[src/rtl/text_ram_arbiter.sv]
// Text RAM arbiter: display slot at phase 6, host req/ack port elsewhere.
// Define TEXT_ARB_CLEAR_EN to build the RAM clear engine.
module text_ram_arbiter #(
  parameter int ADDR_W = 10,
  parameter int DATA_W = 8,
  parameter logic [DATA_W-1:0] CLEAR_VALUE = 8'h00
) (
  input  logic              clk,
  input  logic              reset,
  input  logic [8:0]        hpos,
  input  logic [8:0]        vpos,
  input  logic              display_on,
  input  logic              host_req,
  input  logic              host_we,
  input  logic [ADDR_W-1:0] host_addr,
  input  logic [DATA_W-1:0] host_wdata,
  output logic              host_ack,
  output logic [DATA_W-1:0] host_rdata,
  output logic [DATA_W-1:0] char_code,
  output logic [ADDR_W-1:0] ram_addr,
  output logic [DATA_W-1:0] ram_din,
  output logic              ram_we,
  input  logic [DATA_W-1:0] ram_dout,
  input  logic              clear_start,
  output logic              clear_busy
);

  typedef enum logic [1:0] {
    IDLE,
    DATA,
    ACK
  } host_st_t;

  host_st_t          st;
  logic              rd_pend;
  logic [2:0]        phase;
  logic              disp_slot;
  logic [4:0]        disp_col;
  logic [ADDR_W-1:0] disp_addr;
  logic              busy;
  logic              clr_wr;
  logic [ADDR_W-1:0] clr_addr;
  logic              host_issue;

  assign phase     = hpos[2:0];
  assign disp_slot = (phase == 3'd6);
  assign disp_col  = hpos[7:3] + 5'd1;
  assign disp_addr = {vpos[7:3], disp_col};

`ifdef TEXT_ARB_CLEAR_EN
  logic [ADDR_W-1:0] clr_cnt;

  assign clr_wr   = reset && busy && !disp_slot;
  assign clr_addr = clr_cnt;

  always_ff @(posedge clk) begin
    if (!reset) begin
      busy    <= 1'b0;
      clr_cnt <= '0;
    end else if (busy) begin
      if (clr_wr) begin
        clr_cnt <= clr_cnt + 1'b1;
        if (&clr_cnt) busy <= 1'b0;
      end
    end else if (clear_start && st == IDLE) begin
      busy    <= 1'b1;
      clr_cnt <= '0;
    end
  end

  logic unused_clr;
  assign unused_clr = 1'b0;
`else
  assign busy     = 1'b0;
  assign clr_wr   = 1'b0;
  assign clr_addr = '0;

  logic unused_clr;
  assign unused_clr = clear_start;
`endif

  assign clear_busy = busy;

  // Host may only start in a free slot while no clear is running.
  assign host_issue = reset && st == IDLE && host_req
                   && !disp_slot && !busy;

  always_comb begin
    ram_addr = disp_addr;
    ram_din  = '0;
    ram_we   = 1'b0;
    unique case (1'b1)
      clr_wr: begin
        ram_addr = clr_addr;
        ram_din  = CLEAR_VALUE;
        ram_we   = 1'b1;
      end
      host_issue: begin
        ram_addr = host_addr;
        if (host_we) begin
          ram_din = host_wdata;
          ram_we  = 1'b1;
        end
      end
      default: ;
    endcase
  end

  always_ff @(posedge clk) begin
    if (!reset) begin
      st         <= IDLE;
      rd_pend    <= 1'b0;
      host_ack   <= 1'b0;
      host_rdata <= '0;
    end else begin
      host_ack <= 1'b0;
      unique case (st)
        IDLE: begin
          if (host_issue) begin
            st      <= DATA;
            rd_pend <= !host_we;
          end
        end
        DATA: begin
          if (rd_pend) host_rdata <= ram_dout;
          host_ack <= 1'b1;
          st       <= ACK;
        end
        ACK:     st <= IDLE;
        default: st <= IDLE;
      endcase
    end
  end

  always_ff @(posedge clk) begin
    if (!reset) begin
      char_code <= '0;
    end else if (phase == 3'd7) begin
      char_code <= ram_dout;
    end
  end

  logic unused_ok;
  assign unused_ok = ^{display_on, hpos[8], vpos[8],
                       vpos[2:0], unused_clr};

endmodule

[config.mk]
export PLATFORM = sky130hd
export DESIGN_NAME = text_ram_arbiter
export DESIGN_NICKNAME = d
export VERILOG_FILES = /design/src/rtl/text_ram_arbiter.sv
export SDC_FILE = /design/constraint.sdc
export NUM_CORES = 1
export LEC_CHECK = 0
export BUFFER_PORTS_ARGS = -buffer_cell sky130_fd_sc_hd__buf_2
export CAP_MARGIN = 0
export CORE_MARGIN = 2
export CORE_UTILIZATION = 37
export DETAILED_ROUTE_END_ITERATION = 10
export PLACE_DENSITY = 0.77
export SYNTH_ARGS = -nofsm -noshare
export SYNTH_HDL_FRONTEND = slang
export SYNTH_SLANG_ARGS = --single-unit
[constraint.sdc]
create_clock -name clk -period 2.15 [get_ports clk]
set_clock_uncertainty 0.2 [all_clocks]
set_input_delay 0.215 -clock clk [delete_from_list [all_inputs] [get_ports clk]]
set_output_delay 0.215 -clock clk [all_outputs]
set_load 0.01 [all_outputs]
==> summary.md <==
| Metric | Value |
|---|---|
| Main flop type after synthesis | `sky130_fd_sc_hd__dfxtp_1` |
| Detail Route Antenna Nets | `0` |
| CP startpoint | `st[1]` |
| Longest individual stage delay on the worst path | `roughly 0.34 ns` |
| Data required time of the worst path | `about 1.7 ns` |
| Worst slew pin tran | `0.554 ns` |
| Met3 Usage GRT | `approximately 6.5%` |
| Largest fanout on the critical path | `9` |
| Fin Setup TNS | `0 ns` |
| Fill cell count | `between 150 and 200` |
| HPWL reported at the end of detailed placement | `a little under 2000 um` |
| Synth area leader | `sky130_fd_sc_hd__dfxtp_1` |
| Die X | `roughly 56 um` |
| Count of unique library cells instantiated by Yosys | `26` |
| Share of post-route cells with drive strength above 1 | `53.6%` |
| Cell area after synthesis | `~990 um2` |
| Yosys synthesis warning count | `0` |
| Number of optimization iterations in the first detailed-route pass | `3` |
| Synth top cells by count | `sky130_fd_sc_hd__dfxtp_1, sky130_fd_sc_hd__mux2i_1, sky130_fd_sc_hd__nor2_1, sky130_fd_sc_hd__and2_1, sky130_fd_sc_hd__mux2_4` |
| First-pass GRT wire length | `between 4000 and 5000 um` |
| Height of the die | `~56 um` |
| Syn nets | `about 150` |
| Peak VDD IR | `0.382 mV` |
| EDFF count, synth | `0` |
| Most numerous cell in the Yosys netlist | `sky130_fd_sc_hd__dfxtp_1` |
| Area growth from synthesis to final layout | `61.0%` |
| Startpoint of the worst register-to-register path | `st[1]` |
| Hold path start | `host_req` |
| Overall Global Routing Usage | `approximately 17%` |
| Pin count of the biggest net entering global routing | `20` |
| TritonCTS clock tree | `built` |
| Die outline area | `~3100 um2` |
| Class of the tightest hold or removal check | `in -> reg` |
| Number of antenna repair diodes | `0` |
| Total number of clock tree sinks | `20` |
| Leading cell types by total area after synthesis | `sky130_fd_sc_hd__dfxtp_1, sky130_fd_sc_hd__mux2i_1, sky130_fd_sc_hd__mux2_4` |
| Min cycle time layout | `~2.1 ns` |
| Final net count | `approximately 240` |
| Final cycle utilization of the critical path | `a little over nine tenths` |
| Starting Density | `between 30 and 40%` |
| Timing-limited maximum frequency | `around 0.47 GHz` |
| Critical Path Start Type | `flop` |
| GR met1 Demand/Resource | `about 17%` |
| Iter 0 DRT Violations | `27` |
| Kind of critical path | `reg -> out` |
| Worst Hold Slack | `around 0.18 ns` |
| Root buffer cell | `sky130_fd_sc_hd__clkbuf_4` |
| Final Hold Viols | `0` |
| Synthesized flop and latch total | `20` |
| Status | `finished clean` |
| Crit path arrival time | `around 1.7 ns` |
| Critical Path Sink Type | `output pin` |
| Via count of the first global-routing pass | `920` |
| Pwr per Cell Area | `roughly 510 nW/um2` |
| Detailed-route wire length per cell | `12.8 um` |
| Final estimated routing congestion in global placement | `roughly 0.89` |
| Share of the yosys chip area belonging to registers | `40.3%` |
| Clock insertion delay at the later pin of the skew report | `0.29 ns` |
| Total congestion overflow after global routing | `0` |
| H-tree depth | `1` |
| Number of antenna violations at the first check in global routing | `0` |
| Total clock buffers created by CTS | `3` |
| Routed vias/inst | `~4.7` |
| Count of endpoints failing setup in the final report | `0` |
| Ys async rst share | `0%` |
| Area of the core | `around 2500 um2` |
| Synthesized area per cell | `10.6 um2` |
| Routing layer with the top usage in global route | `met2` |
| Setup repair after global routing missed its margin | `true` |
| Slew HR | `about 63%` |
| Kind of cell adding the most delay to the critical path | `simple AND/OR/NAND/NOR gates` |
| Bufs on Longest Clock Path | `2` |
| Mapped Cells | `94` |
| Worst path slowest cell | `sky130_fd_sc_hd__dfxtp_2` |
| Total buffers and inverters traversed by the critical path | `2` |
| Top-area cell type share of the netlist area | `between 40% and 50%` |
| Remaining DRCs | `0` |
| Routed via count | `roughly 1000` |
| Static Leakage | `about 0.00094 uW` |
| Max capacitance violation total | `0` |
| Critical path, cell by cell | `nand4bb_4 > or2_4 > buf_12 > mux2_4 > buf_6` |
| Max-slew violation total from the final report | `0` |
| Clock-pin slew reported for the worst setup and hold paths after clock tree synthesis | `about 0.11 ns` |
| Number of input and output port buffers inserted | `78` |
| I/O Pins | `87` |
| Placement Rows | `18` |
| Total detailed-routing wirelength | `~2700 um` |
| Met2 routing resource usage after global routing | `a little under a third` |
-- state kept, by name, summed over array words and instances, names as in the netlist --
signal / cells
char_code: 8
host_rdata: 8
st: 2
host_ack: 1
rd_pend: 1
-- tightest hold or removal path: stages --
cell,delay (ns)
sky130_fd_sc_hd__buf_2,0.12
sky130_fd_sc_hd__nand4bb_4,0.10
sky130_fd_sc_hd__or2_4,0.14
sky130_fd_sc_hd__inv_1,0.06
-- final timing paths --
kind                            slack (ns)  cells past startpoint       endpoint
worst max-delay path                  0.02                      5    ram_addr[7]
worst min-delay path                  0.18                      4          st[0]
worst max register to register        0.55                      4  host_rdata[5]
worst min register to register        0.27                      2        rd_pend
-- repair_timing --
item / CTS / global route
gates resized for setup: 3 / 10
hold endpoints to repair: 16 / 0
hold buffers: 8 / 0
setup endpoints to repair: 8 / 13
buffers inserted: 1 / 1
pin swaps: 1 / 0
-- stage by stage --
step	power (uW)	worst slack (ns)	instance area (um2)	utilization, %	cells
floorplan	489	0.486	993	-	94
global placement	561	0.298	1400	56.1	199
detailed placement	566	0.256	1400	56.1	199
CTS	793	-0.000776	1530	61.3	212
global route	857	-0.0478	1600	64.0	213
finish	810	0.0230	1600	64.0	213
-- metal layers --
metal	share of wire [%]	wire, um	vias to the layer above
met5	0	0	-
met4	0.59	16	0
met3	10	281	4
met2	50	1370	58
met1	39	1050	447
li1	-	-	493
-- cell families (layout without fill, tap and decap cells) --
group / after synthesis / in the layout / share of synthesized area (%)
other cells: 1 / 1 / 0.377
xor+xnor: 3 / 3 / 2.65
flops: 20 / 20 / 40.3
simple gates: 35 / 35 / 20.9
compound gates: 2 / 2 / 1.26
mux: 25 / 25 / 29.3
buf+inv: 7 / 96 / 3.90
fa+ha+maj: 1 / 1 / 1.26
-- final cells by class --
type	instances	area (um2)	share of cell area (%)
clock buffer	4	36.3	2.27
inverter	3	11.3	0.704
tap	30	37.5	2.35
timing repair buffer	89	556	34.7
multi-input combinational	67	557	34.8
sequential	20	402	25.1
-- where the power goes --
| part | leakage [uW] | internal, uW | switching, uW |
|---|---|---|---|
| combinational | 0.000758 | 126 | 83.6 |
| clock | 0.0000210 | 103 | 111 |
| sequential | 0.000163 | 382 | 5.69 |
| total | 0.000941 | 611 | 200 |
-- placed cells by master (no fill, tap or decap) --
cell,Yosys,final
sky130_fd_sc_hd__buf_2,1,70
sky130_fd_sc_hd__buf_12,0,1
sky130_fd_sc_hd__or2_4,0,1
sky130_fd_sc_hd__clkbuf_8,0,1
sky130_fd_sc_hd__mux2_2,1,1
sky130_fd_sc_hd__dlygate4sd3_1,0,8
sky130_fd_sc_hd__a21oi_1,1,1
sky130_fd_sc_hd__nand3b_1,1,1
sky130_fd_sc_hd__nor3_1,1,1
sky130_fd_sc_hd__xnor2_1,2,2
sky130_fd_sc_hd__xor2_1,1,1
sky130_fd_sc_hd__nor2_1,16,16
sky130_fd_sc_hd__mux2i_1,16,16
sky130_fd_sc_hd__dfxtp_1,20,19
sky130_fd_sc_hd__ha_1,1,1
sky130_fd_sc_hd__buf_6,1,8
sky130_fd_sc_hd__inv_1,2,2
sky130_fd_sc_hd__clkinv_1,1,1
sky130_fd_sc_hd__conb_1,1,1
sky130_fd_sc_hd__nor3b_1,2,2
sky130_fd_sc_hd__and3b_1,1,1
sky130_fd_sc_hd__nand4bb_4,1,1
sky130_fd_sc_hd__and2_1,8,8
sky130_fd_sc_hd__a211oi_1,1,1
sky130_fd_sc_hd__nor3b_2,1,1
sky130_fd_sc_hd__mux2_4,8,8
sky130_fd_sc_hd__nand3_1,3,3
sky130_fd_sc_hd__dfxtp_2,0,1
sky130_fd_sc_hd__clkbuf_4,0,3
sky130_fd_sc_hd__buf_4,1,2
(Power assumes the default switching activity.)
